$ cat config.mk
export PLATFORM = sky130hd
export DESIGN_NAME = cafea_credit
export DESIGN_NICKNAME = d
export VERILOG_FILES = /design/src/rtl/cafea_credit.sv
export SDC_FILE = /design/constraint.sdc
export NUM_CORES = 1
export LEC_CHECK = 0
export CAP_MARGIN = 25
export CORE_UTILIZATION = 54
export DETAILED_ROUTE_END_ITERATION = 6
export HOLD_SLACK_MARGIN = 0.05
export PLACE_DENSITY = 0.77
export SYNTH_ARGS = -nofsm -noshare
export SYNTH_HDL_FRONTEND = slang
export SYNTH_SLANG_ARGS = --single-unit
export TNS_END_PERCENT = 30
$ cat constraint.sdc
create_clock -name clk -period 5.15 [get_ports clk]
set_input_delay 0.7725 -clock clk [delete_from_list [all_inputs] [get_ports clk]]
set_output_delay 0.7725 -clock clk [all_outputs]
set_load 0.005 [all_outputs]
$ cat src/rtl/cafea_credit.sv
// cafea_credit: payment and selection front-end for the coffee FSM.
// Synchronises raw coin/button inputs, accumulates credit, sells drinks by
// issuing one-cycle B1/B2/B3 pulses, refunds change on cancel, and restores
// the price of a drink the downstream FSM never acknowledges via busy.
//
// Ports:
//   clk                      rising-edge system clock
//   reset                    asynchronous active-low reset
//   coin5, coin10            raw coin sensor levels (asynchronous)
//   sel1, sel2, sel3         raw drink buttons (asynchronous)
//   cancel                   raw cancel/refund button (asynchronous)
//   busy                     coffee FSM brewing indication (synchronous)
//   B1, B2, B3               one-cycle selection pulses to the FSM
//   credit                   current credit (unsigned)
//   change_pulse             one pulse per CHANGE_UNIT returned
//   coin_reject              one-cycle pulse when a coin is refused
//   err                      one-cycle pulse on a busy timeout
module cafea_credit #(
    parameter int unsigned PRICE1      = 10,
    parameter int unsigned PRICE2      = 15,
    parameter int unsigned PRICE3      = 20,
    parameter int unsigned CREDIT_MAX  = 50,
    parameter int unsigned CHANGE_UNIT = 5,
    parameter int unsigned TIMEOUT     = 8
) (
    input  logic       clk,
    input  logic       reset,
    input  logic       coin5,
    input  logic       coin10,
    input  logic       sel1,
    input  logic       sel2,
    input  logic       sel3,
    input  logic       cancel,
    input  logic       busy,
    output logic       B1,
    output logic       B2,
    output logic       B3,
    output logic [7:0] credit,
    output logic       change_pulse,
    output logic       coin_reject,
    output logic       err
);

    localparam int unsigned CntW = (TIMEOUT > 1) ? $clog2(TIMEOUT) : 1;

    typedef enum logic [2:0] {
        StIdle,
        StIssue,
        StWaitBusy,
        StWaitDone,
        StRefund
    } state_e;

    state_e          r_state;
    logic [5:0]      r_sync1;
    logic [5:0]      r_sync2;
    logic [5:0]      r_sync3;
    logic            r_pend5;
    logic [1:0]      r_sel;
    logic [7:0]      r_credit;
    logic [CntW-1:0] r_cnt;
    logic            r_phase;
    logic            r_b1;
    logic            r_b2;
    logic            r_b3;
    logic            r_change;
    logic            r_reject;
    logic            r_err;

    logic [5:0] w_raw;
    logic [5:0] w_ev;
    logic       w_coin_req;
    logic [9:0] w_coin_val;
    logic [9:0] w_coin_sum;
    logic       w_coin_ok;
    logic       w_pend5_d;
    logic [9:0] w_base;
    logic [1:0] w_pick;

    // Bit order: {cancel, sel3, sel2, sel1, coin10, coin5}
    assign w_raw = {cancel, sel3, sel2, sel1, coin10, coin5};

    // Two synchroniser flops plus one history flop; events fire on a 0->1 of
    // the synchronised level, so a held button yields a single event.
    always_ff @(posedge clk or negedge reset) begin
        if (!reset) begin
            r_sync1 <= '0;
            r_sync2 <= '0;
            r_sync3 <= '0;
        end else begin
            r_sync1 <= w_raw;
            r_sync2 <= r_sync1;
            r_sync3 <= r_sync2;
        end
    end

    assign w_ev = r_sync2 & ~r_sync3;

    function automatic logic [9:0] price_of(input logic [1:0] n);
        case (n)
            2'd1:    price_of = 10'(PRICE1);
            2'd2:    price_of = 10'(PRICE2);
            2'd3:    price_of = 10'(PRICE3);
            default: price_of = 10'd0;
        endcase
    endfunction

    function automatic logic [7:0] sat8(input logic [9:0] v);
        sat8 = (v > 10'd255) ? 8'hFF : v[7:0];
    endfunction

    // Coin handling: coin10 wins a simultaneous insertion and coin5 is held
    // one cycle in r_pend5. Coins are dropped entirely while refunding.
    always_comb begin
        w_coin_req = 1'b0;
        w_coin_val = 10'd0;
        w_pend5_d  = 1'b0;
        if (r_state != StRefund) begin
            if (w_ev[1]) begin
                w_coin_req = 1'b1;
                w_coin_val = 10'd10;
                w_pend5_d  = w_ev[0];
            end else if (w_ev[0] || r_pend5) begin
                w_coin_req = 1'b1;
                w_coin_val = 10'd5;
            end
        end
        w_coin_sum = {2'b00, r_credit} + w_coin_val;
        w_coin_ok  = w_coin_req && (w_coin_sum <= 10'(CREDIT_MAX));
        w_base     = w_coin_ok ? w_coin_sum : {2'b00, r_credit};
    end

    // Selection priority sel1 > sel2 > sel3; 0 means no selection.
    always_comb begin
        w_pick = 2'd0;
        if (w_ev[2]) begin
            w_pick = 2'd1;
        end else if (w_ev[3]) begin
            w_pick = 2'd2;
        end else if (w_ev[4]) begin
            w_pick = 2'd3;
        end
    end

    always_ff @(posedge clk or negedge reset) begin
        if (!reset) begin
            r_state  <= StIdle;
            r_pend5  <= 1'b0;
            r_sel    <= 2'd0;
            r_credit <= 8'd0;
            r_cnt    <= '0;
            r_phase  <= 1'b0;
            r_b1     <= 1'b0;
            r_b2     <= 1'b0;
            r_b3     <= 1'b0;
            r_change <= 1'b0;
            r_reject <= 1'b0;
            r_err    <= 1'b0;
        end else begin
            r_b1     <= 1'b0;
            r_b2     <= 1'b0;
            r_b3     <= 1'b0;
            r_change <= 1'b0;
            r_err    <= 1'b0;
            r_reject <= w_coin_req && !w_coin_ok;
            r_pend5  <= w_pend5_d;
            r_credit <= sat8(w_base);
            case (r_state)
                StIdle: begin
                    if (w_ev[5] && (r_credit != 8'd0)) begin
                        r_state <= StRefund;
                        r_phase <= 1'b0;
                    end else if ((w_pick != 2'd0) &&
                                 ({2'b00, r_credit} >= price_of(w_pick))) begin
                        r_credit <= sat8(w_base - price_of(w_pick));
                        r_sel    <= w_pick;
                        r_state  <= StIssue;
                    end
                end
                StIssue: begin
                    r_b1    <= (r_sel == 2'd1);
                    r_b2    <= (r_sel == 2'd2);
                    r_b3    <= (r_sel == 2'd3);
                    r_cnt   <= '0;
                    r_state <= StWaitBusy;
                end
                StWaitBusy: begin
                    if (busy) begin
                        r_state <= StWaitDone;
                    end else if (r_cnt == CntW'(TIMEOUT - 1)) begin
                        // FSM never took the order: give the money back.
                        r_credit <= sat8(w_base + price_of(r_sel));
                        r_err    <= 1'b1;
                        r_state  <= StIdle;
                    end else begin
                        r_cnt <= r_cnt + 1'b1;
                    end
                end
                StWaitDone: begin
                    if (!busy) begin
                        r_state <= StIdle;
                    end
                end
                StRefund: begin
                    if (r_phase) begin
                        r_phase <= 1'b0;
                    end else if (r_credit < 8'(CHANGE_UNIT)) begin
                        r_credit <= 8'd0;
                        r_state  <= StIdle;
                    end else begin
                        r_credit <= r_credit - 8'(CHANGE_UNIT);
                        r_change <= 1'b1;
                        r_phase  <= 1'b1;
                    end
                end
                default: r_state <= StIdle;
            endcase
        end
    end

    assign B1           = r_b1;
    assign B2           = r_b2;
    assign B3           = r_b3;
    assign credit       = r_credit;
    assign change_pulse = r_change;
    assign coin_reject  = r_reject;
    assign err          = r_err;

endmodule

==> results.rst, run 1 <==
.. list-table::
   :header-rows: 1

   * - Metric
     - Value
   * - Worst setup SP type
     - flop
   * - Final Util
     - 0.682
   * - Upper clock frequency limit
     - 200 MHz
   * - Largest fanout of any net on the critical path
     - 6
   * - Sequential area share after synthesis
     - 0.334
   * - Count of hold-fix buffers inserted at cts
     - 0
   * - Shortest clock period the worst path allows after layout
     - 5.01 ns
   * - Starting DRT DRC Count
     - 163
   * - Fin cells
     - 451
   * - Crit path DAT
     - 5.18 ns
   * - Endpoints failing hold
     - 0
   * - Run status
     - complete, no violations
   * - Average via count per standard cell
     - 6.16
   * - Source-to-sink clock delay at the later pin of the worst-skew pair
     - 0.30 ns
   * - Crit share post-route
     - 0.972
   * - Number of distinct library cells after synthesis
     - 69
   * - Die Span X
     - 78.4 um
   * - Net Count, Synth
     - 382
   * - Yosys warnings
     - 0
   * - Clock edge transition at the registers on the reported setup and hold paths
     - 0.08 ns
   * - Global Route Usage Sum
     - 0.280
   * - Detailed placer's ending HPWL
     - 5940 um
   * - Pin count of the biggest net entering global routing
     - 43
   * - Routed length per placed instance
     - 18.1 um
   * - Unrepaired setup endpoints after global routing
     - true
   * - Vias in the first global route
     - 2735
   * - Area of the mapped netlist
     - 3150 um^2
   * - Worst Reg-to-Reg Cells
     - 22
   * - Cell leakage power
     - 0.00167 uW
   * - FF+latch count, synth
     - 42
   * - Net count, final
     - 418
   * - Post-placement cell count
     - 439
   * - Clock sink count
     - 42
   * - Initial core utilization
     - 0.565
   * - Core Area
     - 5570 um^2
   * - # Max-Cap Violations
     - 0
   * - Share of synthesized flip-flops with an asynchronous set or reset
     - 1.00
   * - Post-Synthesis Mean Instance Area
     - 9.21 um^2
   * - I/O Buffers
     - 22
   * - Number of flops mapped to enable cells by yosys
     - 0
   * - Count of H-tree levels built during CTS
     - 2
   * - Clk buf depth
     - 2
   * - Clock tree from TritonCTS
     - yes
   * - Die Y-Extent
     - 78.4 um
   * - Layout Area Growth over Synthesis
     - 20.7%
   * - Final routed DRC violation total
     - 0
   * - Crit Path Category
     - reg2reg
   * - Antenna diodes
     - 0
   * - Count of TritonRoute iterations in the first routing pass
     - 5
   * - Via count
     - 2778
   * - Total gr overflow
     - 0
   * - Total of endpoints with negative setup slack in the final report
     - 0
   * - Detailed-route wire length
     - 8160 um
   * - Inserted Clock Buffers
     - 5
   * - First-pass GRT wire length
     - 13200 um
   * - Max_slew headroom
     - 0.440
   * - Number of cell rows
     - 27
   * - Final Slew Violations
     - 0
   * - Post-synthesis instance total
     - 342
   * - Prevailing post-synth register cell
     - sky130_fd_sc_hd__dfrtp_1
   * - PwrDens
     - 564 nW/um^2
   * - Number of nets with antenna violations after routing
     - 0
   * - Least-Margin Pin Slew
     - 0.839 ns
   * - Hold crit path type
     - in2async
   * - Initial antenna violation count
     - 0
   * - Clk Tree Root Cell
     - sky130_fd_sc_hd__clkbuf_8
   * - Number of I/O pins
     - 23
   * - Critical path required time
     - 5.32 ns
   * - Endpoint class of the critical path
     - flop
   * - Peak supply drop
     - 303 uV
   * - Share of final-layout standard cells stronger than drive strength 1
     - 0.187
   * - Final GP Congestion
     - 0.941
   * - Final worst clock skew
     - 0.0134 ns
   * - Die area
     - 6140 um^2
-- repair_timing --
action	CTS	global route
resized for setup	6	21
setup buffers	1	2
endpoints found under the setup margin	5	8
pin swaps	2	10
-- stage by stage --
stage          total power (uW)  setup TNS, ns  hold WS [ns]  setup WS (ns)  cell area (um^2)
2_1_floorplan              1370              0         0.331         0.0178              3160
3_3_place_gp               1730        -0.0860         0.333        -0.0860              3530
3_5_place_dp               1750         -0.350         0.336         -0.163              3530
4_1_cts                    2040              0         0.355        0.00164              3670
5_1_grt                    2300         -0.137         0.252        -0.0654              3800
6_report                   2140              0         0.261          0.145              3800
-- report_power, final --
part / internal [uW] / switching [uW]
Sequential: 401 / 111
Clock: 145 / 118
Combinational: 623 / 746
-- cells in the mapped netlist (9+ instances only) --
master | n | share of area
sky130_fd_sc_hd__nor3_1 | 11 | 0.017
sky130_fd_sc_hd__ha_1 | 29 | 0.12
sky130_fd_sc_hd__o21ai_0 | 25 | 0.040
sky130_fd_sc_hd__nor2b_1 | 9 | 0.018
sky130_fd_sc_hd__nand2b_1 | 13 | 0.026
sky130_fd_sc_hd__nand2_1 | 22 | 0.026
sky130_fd_sc_hd__xnor2_1 | 9 | 0.025
sky130_fd_sc_hd__inv_1 | 20 | 0.024
sky130_fd_sc_hd__nor2_1 | 18 | 0.021
sky130_fd_sc_hd__clkbuf_1 | 9 | 0.011
sky130_fd_sc_hd__dfrtp_1 | 42 | 0.33
sky130_fd_sc_hd__a21oi_1 | 15 | 0.024
-- worst paths after layout --
kind,slack [ns],start,end
worst max-delay path,0.14,r_state[0],credit[0]
worst min-delay path,0.26,reset,r_cnt[1]
max in group asynchronous,4.50,reset,r_sync1[2]
worst max register to register,0.14,r_state[0],credit[0]
min in group clk,0.35,r_sync1[1],r_sync2[1]
worst min register to register,0.35,r_sync1[1],r_sync2[1]
-- worst max-delay path: stages, from the launching register on --
cell,delay (ns)
sky130_fd_sc_hd__dfrtp_1,0.39
sky130_fd_sc_hd__or3b_4,0.41
sky130_fd_sc_hd__o21ai_2,0.09
sky130_fd_sc_hd__nor2_1,0.08
sky130_fd_sc_hd__ha_1,0.36
sky130_fd_sc_hd__o21ai_1,0.11
sky130_fd_sc_hd__a211oi_2,0.09
sky130_fd_sc_hd__buf_4,0.17
sky130_fd_sc_hd__o32a_4,0.38
sky130_fd_sc_hd__a32oi_4,0.28
sky130_fd_sc_hd__a21oi_4,0.12
sky130_fd_sc_hd__mux2i_2,0.18
sky130_fd_sc_hd__buf_4,0.17
sky130_fd_sc_hd__ha_1,0.23
sky130_fd_sc_hd__fa_2,0.37
sky130_fd_sc_hd__nand2b_1,0.17
sky130_fd_sc_hd__a21boi_2,0.18
sky130_fd_sc_hd__a21o_1,0.15
sky130_fd_sc_hd__a21o_1,0.16
sky130_fd_sc_hd__o21ba_2,0.22
sky130_fd_sc_hd__nor3b_2,0.19
sky130_fd_sc_hd__a211oi_1,0.07
sky130_fd_sc_hd__or3_1,0.32
-- cells in the final DEF, fill, tap and decap left out, types with 3 or more instances in the layout --
master / instances
sky130_fd_sc_hd__dfrtp_1: 42
sky130_fd_sc_hd__ha_1: 26
sky130_fd_sc_hd__nand2_1: 22
sky130_fd_sc_hd__clkdlybuf4s50_1: 21
sky130_fd_sc_hd__inv_1: 20
sky130_fd_sc_hd__o21ai_0: 19
sky130_fd_sc_hd__buf_4: 19
sky130_fd_sc_hd__nor2_1: 18
sky130_fd_sc_hd__nand2b_1: 13
sky130_fd_sc_hd__a21oi_1: 13
sky130_fd_sc_hd__nor3_1: 11
sky130_fd_sc_hd__nor2b_1: 9
sky130_fd_sc_hd__o21ai_1: 8
sky130_fd_sc_hd__and2_1: 8
sky130_fd_sc_hd__xnor2_1: 8
sky130_fd_sc_hd__or3_1: 5
sky130_fd_sc_hd__o21a_1: 5
sky130_fd_sc_hd__a21o_1: 5
sky130_fd_sc_hd__o22ai_1: 5
sky130_fd_sc_hd__nand3_1: 5
sky130_fd_sc_hd__clkbuf_8: 5
sky130_fd_sc_hd__o31ai_1: 4
sky130_fd_sc_hd__or2_2: 4
sky130_fd_sc_hd__nor3b_1: 4
sky130_fd_sc_hd__a211oi_1: 4
sky130_fd_sc_hd__a311oi_2: 3
sky130_fd_sc_hd__xor2_1: 3
-- area by class of cell --
class,count,area [um^2]
inverter,20,75.1
timing repair buffer,42,378
tap,72,90.1
clock buffer,6,72.6
sequential,42,1050
fill,445,1770
clock inverter,2,37.5
multi-input combinational,267,2100
-- kinds of logic (layout without fill, tap and decap cells) --
group / Yosys count / count (layout) / synth area share
xor+xnor: 12 / 12 / 0.0334
simple gates: 116 / 116 / 0.207
fa+ha+maj: 31 / 31 / 0.128
mux: 4 / 4 / 0.0147
compound gates: 104 / 104 / 0.243
buf+inv: 33 / 70 / 0.0409
flops: 42 / 42 / 0.334
-- sequential cells by signal, summed over array words and instances (netlist names) --
| signal | flops |
|---|---|
| change_pulse | 1 |
| B3 | 1 |
| r_state | 3 |
| coin_reject | 1 |
| err | 1 |
| B1 | 1 |
| B2 | 1 |
| r_sync2 | 6 |
| r_pend5 | 1 |
| credit | 8 |
| r_sync3 | 6 |
| r_sync1 | 6 |
| r_cnt | 3 |
| r_sel | 2 |
| r_phase | 1 |
-- metal layers --
metal	vias to the layer above	track usage	part of all wire
li1	1331	-	-
met1	1314	0.384	0.45
met2	112	0.448	0.47
met3	21	0.0500	0.063
met4	0	0.0907	0.020
met5	-	0	0
(Power assumes the default switching activity.)
==> inputs of run 2 (changes only) <==
--- a/config.mk
+++ b/config.mk
@@ -6,10 +6,12 @@
 export NUM_CORES = 1
 export LEC_CHECK = 0
 export CAP_MARGIN = 25
+export CORE_MARGIN = 2
 export CORE_UTILIZATION = 54
 export DETAILED_ROUTE_END_ITERATION = 6
 export HOLD_SLACK_MARGIN = 0.05
 export PLACE_DENSITY = 0.77
+export SKIP_CTS_REPAIR_TIMING = 1
 export SYNTH_ARGS = -nofsm -noshare
 export SYNTH_HDL_FRONTEND = slang
 export SYNTH_SLANG_ARGS = --single-unit
==> results.rst, run 2 (synthesis results as in run 1) <==
.. list-table::
   :header-rows: 1

   * - Metric
     - Value
   * - P_int
     - 1160 uW (was 1170 uW)
   * - Detailed placer's ending HPWL
     - 5880 um (was 5940 um)
   * - Routed length per placed instance
     - 17.7 um (was 18.1 um)
   * - Fraction of power consumed by the clock network
     - 0.128 (was 0.123)
   * - Pin count of the biggest net entering global routing
     - 43 (unchanged)
   * - Max_slew headroom
     - 0.378 (was 0.440)
   * - Starting DRT DRC Count
     - 229 (was 163)
   * - Critical-path cell list
     - or3b_1, buf_4, nand2_1, xnor2_1, ha_2, a311oi_2, or4_4, a32oi_4, a21oi_4, mux2i_2, buf_4, ha_1, fa_2, nand2b_1, a21boi_2, a21o_1, a21o_1, o21ba_2, nor3b_1, a211oi_1, or3_1 (was or3b_4, o21ai_2, nor2_1, ha_1, o21ai_1, a211oi_2, buf_4, o32a_4, a32oi_4, a21oi_4, mux2i_2, buf_4, ha_1, fa_2, nand2b_1, a21boi_2, a21o_1, a21o_1, o21ba_2, nor3b_2, a211oi_1, or3_1)
   * - Least-Margin Pin Slew
     - 0.931 ns (was 0.839 ns)
   * - Number of nets with antenna violations after routing
     - 0 (unchanged)
   * - Die area
     - 6460 um^2 (was 6140 um^2)
   * - Sw power
     - 952 uW (was 975 uW)
   * - Crit share post-route
     - 0.958 (was 0.972)
   * - Sw frac
     - 0.452 (was 0.455)
   * - Upper clock frequency limit
     - 203 MHz (was 200 MHz)
   * - Critical-path top delay cell
     - sky130_fd_sc_hd__or4_4 (was sky130_fd_sc_hd__or3b_4)
   * - Inserted Clock Buffers
     - 5 (unchanged)
   * - Layout Area Growth over Synthesis
     - 18.5% (was 20.7%)
   * - Detailed-route wire length
     - 7890 um (was 8160 um)
   * - Shortest clock period the worst path allows after layout
     - 4.94 ns (was 5.01 ns)
   * - Crit path DAT
     - 5.11 ns (was 5.18 ns)
   * - Vias in the first global route
     - 2588 (was 2735)
   * - Most common cell after layout, fill and taps aside
     - sky130_fd_sc_hd__dfrtp_1 (unchanged)
   * - Fill cell instance count of the final layout
     - 430 (was 445)
   * - Count of TritonRoute iterations in the first routing pass
     - 5 (unchanged)
   * - Final GP Congestion
     - 0.987 (was 0.941)
   * - Final worst clock skew
     - 0.0136 ns (was 0.0134 ns)
   * - Most frequent cells in the layout
     - sky130_fd_sc_hd__dfrtp_1 (42), sky130_fd_sc_hd__ha_1 (28), sky130_fd_sc_hd__nand2_1 (22) (was sky130_fd_sc_hd__dfrtp_1 (42), sky130_fd_sc_hd__ha_1 (26), sky130_fd_sc_hd__nand2_1 (22))
   * - Clk Tree Root Cell
     - sky130_fd_sc_hd__clkbuf_8 (unchanged)
   * - Die Y-Extent
     - 80.4 um (was 78.4 um)
   * - Setup_tns
     - 0 ns (unchanged)
   * - Largest fanout of any net on the critical path
     - 8 (was 6)
   * - Number of I/O pins
     - 23 (unchanged)
   * - Hold path startpoint
     - r_sync1[5]
   * - Cell leakage power
     - 0.00165 uW (was 0.00167 uW)
   * - # Max-Cap Violations
     - 0 (unchanged)
   * - Final Util
     - 0.670 (was 0.682)
   * - R2r startpoint
     - r_state[0] (unchanged)
   * - Critical path required time
     - 5.33 ns (was 5.32 ns)
   * - Net count, final
     - 415 (was 418)
   * - I/O Buffers
     - 22 (unchanged)
   * - Worst setup SP type
     - flop (unchanged)
   * - Global Route Usage Sum
     - 0.255 (was 0.280)
   * - Final routed DRC violation total
     - 0 (unchanged)
   * - Peak supply drop
     - 285 uV (was 303 uV)
   * - Clock edge transition at the registers on the reported setup and hold paths
     - 0.08 ns (about the same)
   * - Origin of the worst setup path
     - r_state[0] (unchanged)
   * - Share of total power in combinational logic
     - 0.630 (was 0.639)
   * - Crit Path Category
     - reg2reg (unchanged)
   * - Number of cell rows
     - 27 (unchanged)
   * - Final Slew Violations
     - 0 (unchanged)
   * - Proportion of power drawn by flip-flops and latches
     - 0.243 (was 0.239)
   * - Core Area
     - 5570 um^2 (unchanged)
   * - Clk buf depth
     - 2 (unchanged)
   * - Clock tree from TritonCTS
     - yes (unchanged)
   * - Endpoints failing hold
     - 0 (unchanged)
   * - First-pass GRT wire length
     - 12600 um (was 13200 um)
   * - Initial core utilization
     - 0.565 (unchanged)
   * - Initial antenna violation count
     - 0 (unchanged)
   * - Endpoint class of the critical path
     - flop (unchanged)
   * - Total gr overflow
     - 0 (unchanged)
   * - Share of final-layout standard cells stronger than drive strength 1
     - 0.173 (was 0.187)
   * - Antenna diodes
     - 0 (unchanged)
   * - Hold crit path type
     - reg2reg (was in2async)
   * - Maximum single-stage delay on the critical path
     - 0.53 ns (was 0.41 ns)
   * - Count of H-tree levels built during CTS
     - 2 (unchanged)
   * - Average via count per standard cell
     - 6.12 (was 6.16)
   * - PwrDens
     - 564 nW/um^2 (about the same)
   * - Run status
     - complete, no violations (unchanged)
   * - Die Span X
     - 80.4 um (was 78.4 um)
   * - Total of endpoints with negative setup slack in the final report
     - 0 (unchanged)
   * - Via count
     - 2734 (was 2778)
   * - Flip-flop count of the largest register after layout
     - 8 (unchanged)
   * - Source-to-sink clock delay at the later pin of the worst-skew pair
     - 0.30 ns (about the same)
   * - Clock sink count
     - 42 (unchanged)
==> run 2: metrics by stage <==
| stage | hold WS, ns | cell area [um^2] | setup slack, ns | cells | total power (uW) |
|---|---|---|---|---|---|
| floorplan | 0.331 | 3160 | 0.0178 | 342 | 1370 |
| global placement | 0.333 | 3530 | -0.00982 | 438 | 1720 |
| detailed placement | 0.338 | 3530 | -0.0678 | 438 | 1740 |
| CTS | 0.356 | 3640 | -0.0896 | 445 | 2020 |
| global route | 0.361 | 3730 | -0.0371 | 447 | 2270 |
| finish | 0.352 | 3730 | 0.215 | 447 | 2110 |
==> run 2: power by group through the flow <==
stage / logic (uW) / clock network, uW / registers [uW]
6_report: 1330 / 269 / 511
4_1_cts: 1240 / 274 / 506
2_1_floorplan: 909 / 0 / 457
3_3_place_gp: 1210 / 0 / 508
3_5_place_dp: 1220 / 0 / 513
5_1_grt: 1450 / 288 / 525
==> run 2: layout make-up <==
type	count	area (um^2)	share of cell area
multi-input combinational	267	2060	0.551
sequential	42	1050	0.281
timing repair buffer	39	347	0.0928
tap	72	90.1	0.0241
clock buffer	6	82.6	0.0221
inverter	20	75.1	0.0201
clock inverter	1	30.0	0.00804
==> run 2: path summary, 6_finish.rpt <==
check                      cells past startpoint          to  slack (ns)
setup reg to reg                              21   credit[0]        0.21
min in group asynchronous                      1          B1        0.61
setup / recovery                              21   credit[0]        0.21
hold reg to reg                                0  r_sync2[5]        0.35
max in group asynchronous                      1  r_sync3[3]        3.96
hold / removal                                 0  r_sync2[5]        0.35
==> run 2: critical path: cells and delay by family, from the launching register on <==
family                   cells  cell delay [ns]
adder cells (fa/ha/maj)      3             0.84
flip-flops                   1             0.38
multiplexers                 1             0.17
AO/OA/AOI/OAI                8             1.19
AND/OR/NAND/NOR              6             1.74
buffers and inverters        2             0.36
XOR/XNOR                     1             0.14
==> run 2: layer usage <==
metal  share of wire  GRT usage  vias up
li1                -          -     1307
met1            0.46      0.347     1310
met2            0.47      0.423      100
met3           0.055     0.0438       17
met4           0.017     0.0661        0
met5               0          0        -
==> inputs of run 3 (changes only) <==
--- a/config.mk
+++ b/config.mk
@@ -7,10 +7,10 @@
 export LEC_CHECK = 0
 export CAP_MARGIN = 25
 export CORE_MARGIN = 2
-export CORE_UTILIZATION = 54
+export CORE_UTILIZATION = 55
 export DETAILED_ROUTE_END_ITERATION = 6
 export HOLD_SLACK_MARGIN = 0.05
-export PLACE_DENSITY = 0.77
+export PLACE_DENSITY = 0.76
 export SKIP_CTS_REPAIR_TIMING = 1
 export SYNTH_ARGS = -nofsm -noshare
 export SYNTH_HDL_FRONTEND = slang
==> constraint.sdc (replaced) <==
create_clock -name clk -period 5.4 [get_ports clk]
set_input_delay 0.81 -clock clk [delete_from_list [all_inputs] [get_ports clk]]
set_output_delay 0.81 -clock clk [all_outputs]
set_load 0.005 [all_outputs]
==> results.rst, run 3 (synthesis results as in run 1) <==
.. list-table::
   :header-rows: 1

   * - Metric
     - Value
   * - Run status
     - complete, no violations (unchanged)
   * - Die Y-Extent
     - 79.7 um (was 80.4 um)
   * - Clock tree from TritonCTS
     - yes (unchanged)
   * - Source-to-sink clock delay at the later pin of the worst-skew pair
     - 0.30 ns (about the same)
   * - Number of cell rows
     - 27 (unchanged)
   * - Detailed-route wire length
     - 7680 um (was 7890 um)
   * - Starting DRT DRC Count
     - 234 (was 229)
   * - Hold path startpoint
     - r_sync1[4] (was r_sync1[5])
   * - Routed length per placed instance
     - 17.4 um (was 17.7 um)
   * - Endpoint class of the critical path
     - flop (unchanged)
   * - R2r startpoint
     - r_state[0] (unchanged)
   * - Least-Margin Pin Slew
     - 0.927 ns (was 0.931 ns)
   * - WHS Path Cells
     - 0 (unchanged)
   * - Buffers plus inverters on the worst setup path
     - 2 (unchanged)
   * - Clk buf depth
     - 2 (unchanged)
   * - Kind of cell adding the most delay to the critical path
     - compound AO/OA/AOI/OAI gates (was simple AND/OR/NAND/NOR gates)
   * - Critical-path top delay cell
     - sky130_fd_sc_hd__fa_1 (was sky130_fd_sc_hd__or4_4)
   * - Flop-to-flop setup slack
     - 0.24 ns (was 0.21 ns)
   * - Final routed DRC violation total
     - 0 (unchanged)
   * - Total of endpoints with negative setup slack in the final report
     - 0 (unchanged)
   * - Initial antenna violation count
     - 0 (unchanged)
   * - Clock edge transition at the registers on the reported setup and hold paths
     - 0.08 ns (about the same)
   * - Crit share post-route
     - 0.956 (was 0.958)
   * - Critical-path cell list
     - or3b_1, o21ai_0, nor2_1, ha_2, o21ai_0, a211oi_1, buf_4, o32a_2, a32oi_2, a21oi_2, mux2i_2, buf_4, ha_1, fa_1, nand2b_1, a21boi_2, a21o_1, a21o_1, o21ba_2, nor3b_1, a211oi_1, or3_1 (was or3b_1, buf_4, nand2_1, xnor2_1, ha_2, a311oi_2, or4_4, a32oi_4, a21oi_4, mux2i_2, buf_4, ha_1, fa_2, nand2b_1, a21boi_2, a21o_1, a21o_1, o21ba_2, nor3b_1, a211oi_1, or3_1)
   * - Maximum single-stage delay on the critical path
     - 0.41 ns (was 0.53 ns)
   * - Most common cell after layout, fill and taps aside
     - sky130_fd_sc_hd__dfrtp_1 (unchanged)
   * - Die Span X
     - 79.7 um (was 80.4 um)
   * - Pin count of the biggest net entering global routing
     - 43 (unchanged)
   * - Cell leakage power
     - 0.00159 uW (was 0.00165 uW)
   * - Net count, final
     - 408 (was 415)
   * - Worst Reg-to-Reg Cells
     - 22 (was 21)
   * - Number of I/O pins
     - 23 (unchanged)
   * - Final setup slack of the worst path
     - 0.236 ns (was 0.215 ns)
   * - Inserted Clock Buffers
     - 5 (unchanged)
   * - Via count
     - 2745 (was 2734)
   * - Fill cell instance count of the final layout
     - 439 (was 430)
   * - Worst Hold Endpoint
     - r_sync2[4] (was r_sync2[5])
   * - Endpoints failing hold
     - 0 (unchanged)
   * - Final Slew Violations
     - 0 (unchanged)
   * - Shortest clock period the worst path allows after layout
     - 5.16 ns (was 4.94 ns)
   * - Vias in the first global route
     - 2552 (was 2588)
   * - Clock sink count
     - 42 (unchanged)
   * - Max_slew headroom
     - 0.382 (was 0.378)
   * - Peak supply drop
     - 246 uV (was 285 uV)
   * - Worst setup SP type
     - flop (unchanged)
   * - Endpoint of the worst-slack reg-to-reg timing path
     - credit[0] (unchanged)
   * - Upper clock frequency limit
     - 194 MHz (was 203 MHz)
   * - Fin cells
     - 441 (was 447)
   * - Die area
     - 6350 um^2 (was 6460 um^2)
   * - Antenna diodes
     - 0 (unchanged)
   * - Most frequent cells in the layout
     - sky130_fd_sc_hd__dfrtp_1 (42), sky130_fd_sc_hd__ha_1 (27), sky130_fd_sc_hd__o21ai_0 (25) (was sky130_fd_sc_hd__dfrtp_1 (42), sky130_fd_sc_hd__ha_1 (28), sky130_fd_sc_hd__nand2_1 (22))
   * - Total gr overflow
     - 0 (unchanged)
   * - Critical path required time
     - 5.58 ns (was 5.33 ns)
   * - Count of H-tree levels built during CTS
     - 2 (unchanged)
   * - Pre-CTS setup slack
     - 0.141 ns (was -0.0678 ns)
   * - Setup_tns
     - 0 ns (unchanged)
   * - First-pass GRT wire length
     - 12700 um (was 12600 um)
   * - Final worst clock skew
     - 0.00994 ns (was 0.0136 ns)
   * - Global Route Usage Sum
     - 0.256 (was 0.255)
   * - # Max-Cap Violations
     - 0 (unchanged)
   * - Core Area
     - 5510 um^2 (was 5570 um^2)
   * - Post-placement cell count
     - 433 (was 438)
   * - Flip-flop count of the largest register after layout
     - 8 (unchanged)
   * - PwrDens
     - 522 nW/um^2 (was 564 nW/um^2)
   * - I/O Buffers
     - 22 (unchanged)
   * - Crit path DAT
     - 5.34 ns (was 5.11 ns)
   * - Share of final-layout standard cells stronger than drive strength 1
     - 0.138 (was 0.173)
   * - Largest fanout of any net on the critical path
     - 6 (was 8)
   * - Crit Path Category
     - reg2reg (unchanged)
   * - Count of TritonRoute iterations in the first routing pass
     - 5 (unchanged)
   * - Number of nets with antenna violations after routing
     - 0 (unchanged)
   * - Clk Tree Root Cell
     - sky130_fd_sc_hd__clkbuf_8 (unchanged)
   * - Detailed placer's ending HPWL
     - 5810 um (was 5880 um)
   * - Initial core utilization
     - 0.572 (was 0.565)
   * - Average via count per standard cell
     - 6.22 (was 6.12)
   * - Final GP Congestion
     - 0.975 (was 0.987)
   * - Layout Area Growth over Synthesis
     - 14.9% (was 18.5%)
   * - Hold crit path type
     - reg2reg (unchanged)
-- run 3: worst register-to-register path, delay by kind of cell, from the launching register on --
kind / cells / cell delay (ns)
multiplexers: 1 / 0.17
AO/OA/AOI/OAI: 11 / 2.07
flip-flops: 1 / 0.37
AND/OR/NAND/NOR: 5 / 1.22
adder cells (fa/ha/maj): 3 / 0.87
buffers and inverters: 2 / 0.34
-- run 3: worst max-delay path by stage --
stage                           from         to  slack, ns  depth (start not counted)
after floorplan           r_state[0]  credit[3]       0.12                         23
after global placement    r_state[0]  credit[3]       0.28                         22
after detailed placement  r_state[0]  credit[2]       0.14                         22
after CTS                 r_state[0]  credit[2]       0.09                         22
after global routing      r_state[0]  credit[2]      -0.07                         24
final                     r_state[0]  credit[0]       0.24                         22
-- run 3: power breakdown --
part	total [uW]	leakage (uW)	internal (uW)	switching (uW)
logic	1190	0.00103	533	660
clock network	207	0.0000452	91.4	115
registers	490	0.000521	383	107
total	1890	0.00159	1010	883
-- run 3: final cells by class --
class                      instances  area (um^2)  share of cell area
clock buffer                       6         72.6              0.0201
tap                               72         90.1              0.0249
timing repair buffer              32          290              0.0802
multi-input combinational        267         2030               0.560
inverter                          20         75.1              0.0207
sequential                        42         1050               0.290
clock inverter                     2         13.8             0.00380
-- run 3: routing by layer --
| metal | GRT usage | vias up | part of all wire |
|---|---|---|---|
| met4 | 0.0897 | 0 | 0.026 |
| met3 | 0.0339 | 22 | 0.066 |
| met1 | 0.375 | 1303 | 0.46 |
| met2 | 0.389 | 119 | 0.45 |
| met5 | 0 | - | 0 |
| li1 | - | 1301 | - |
-- run 3: through the flow --
step	hold slack [ns]	total power (uW)	util	instance area, um^2
after floorplan	0.331	1300	-	3150
final	0.354	1890	0.657	3620
after global placement	0.332	1620	0.631	3480
after global routing	0.363	2040	0.657	3620
after detailed placement	0.338	1630	0.631	3480
after CTS	0.358	1850	0.647	3560
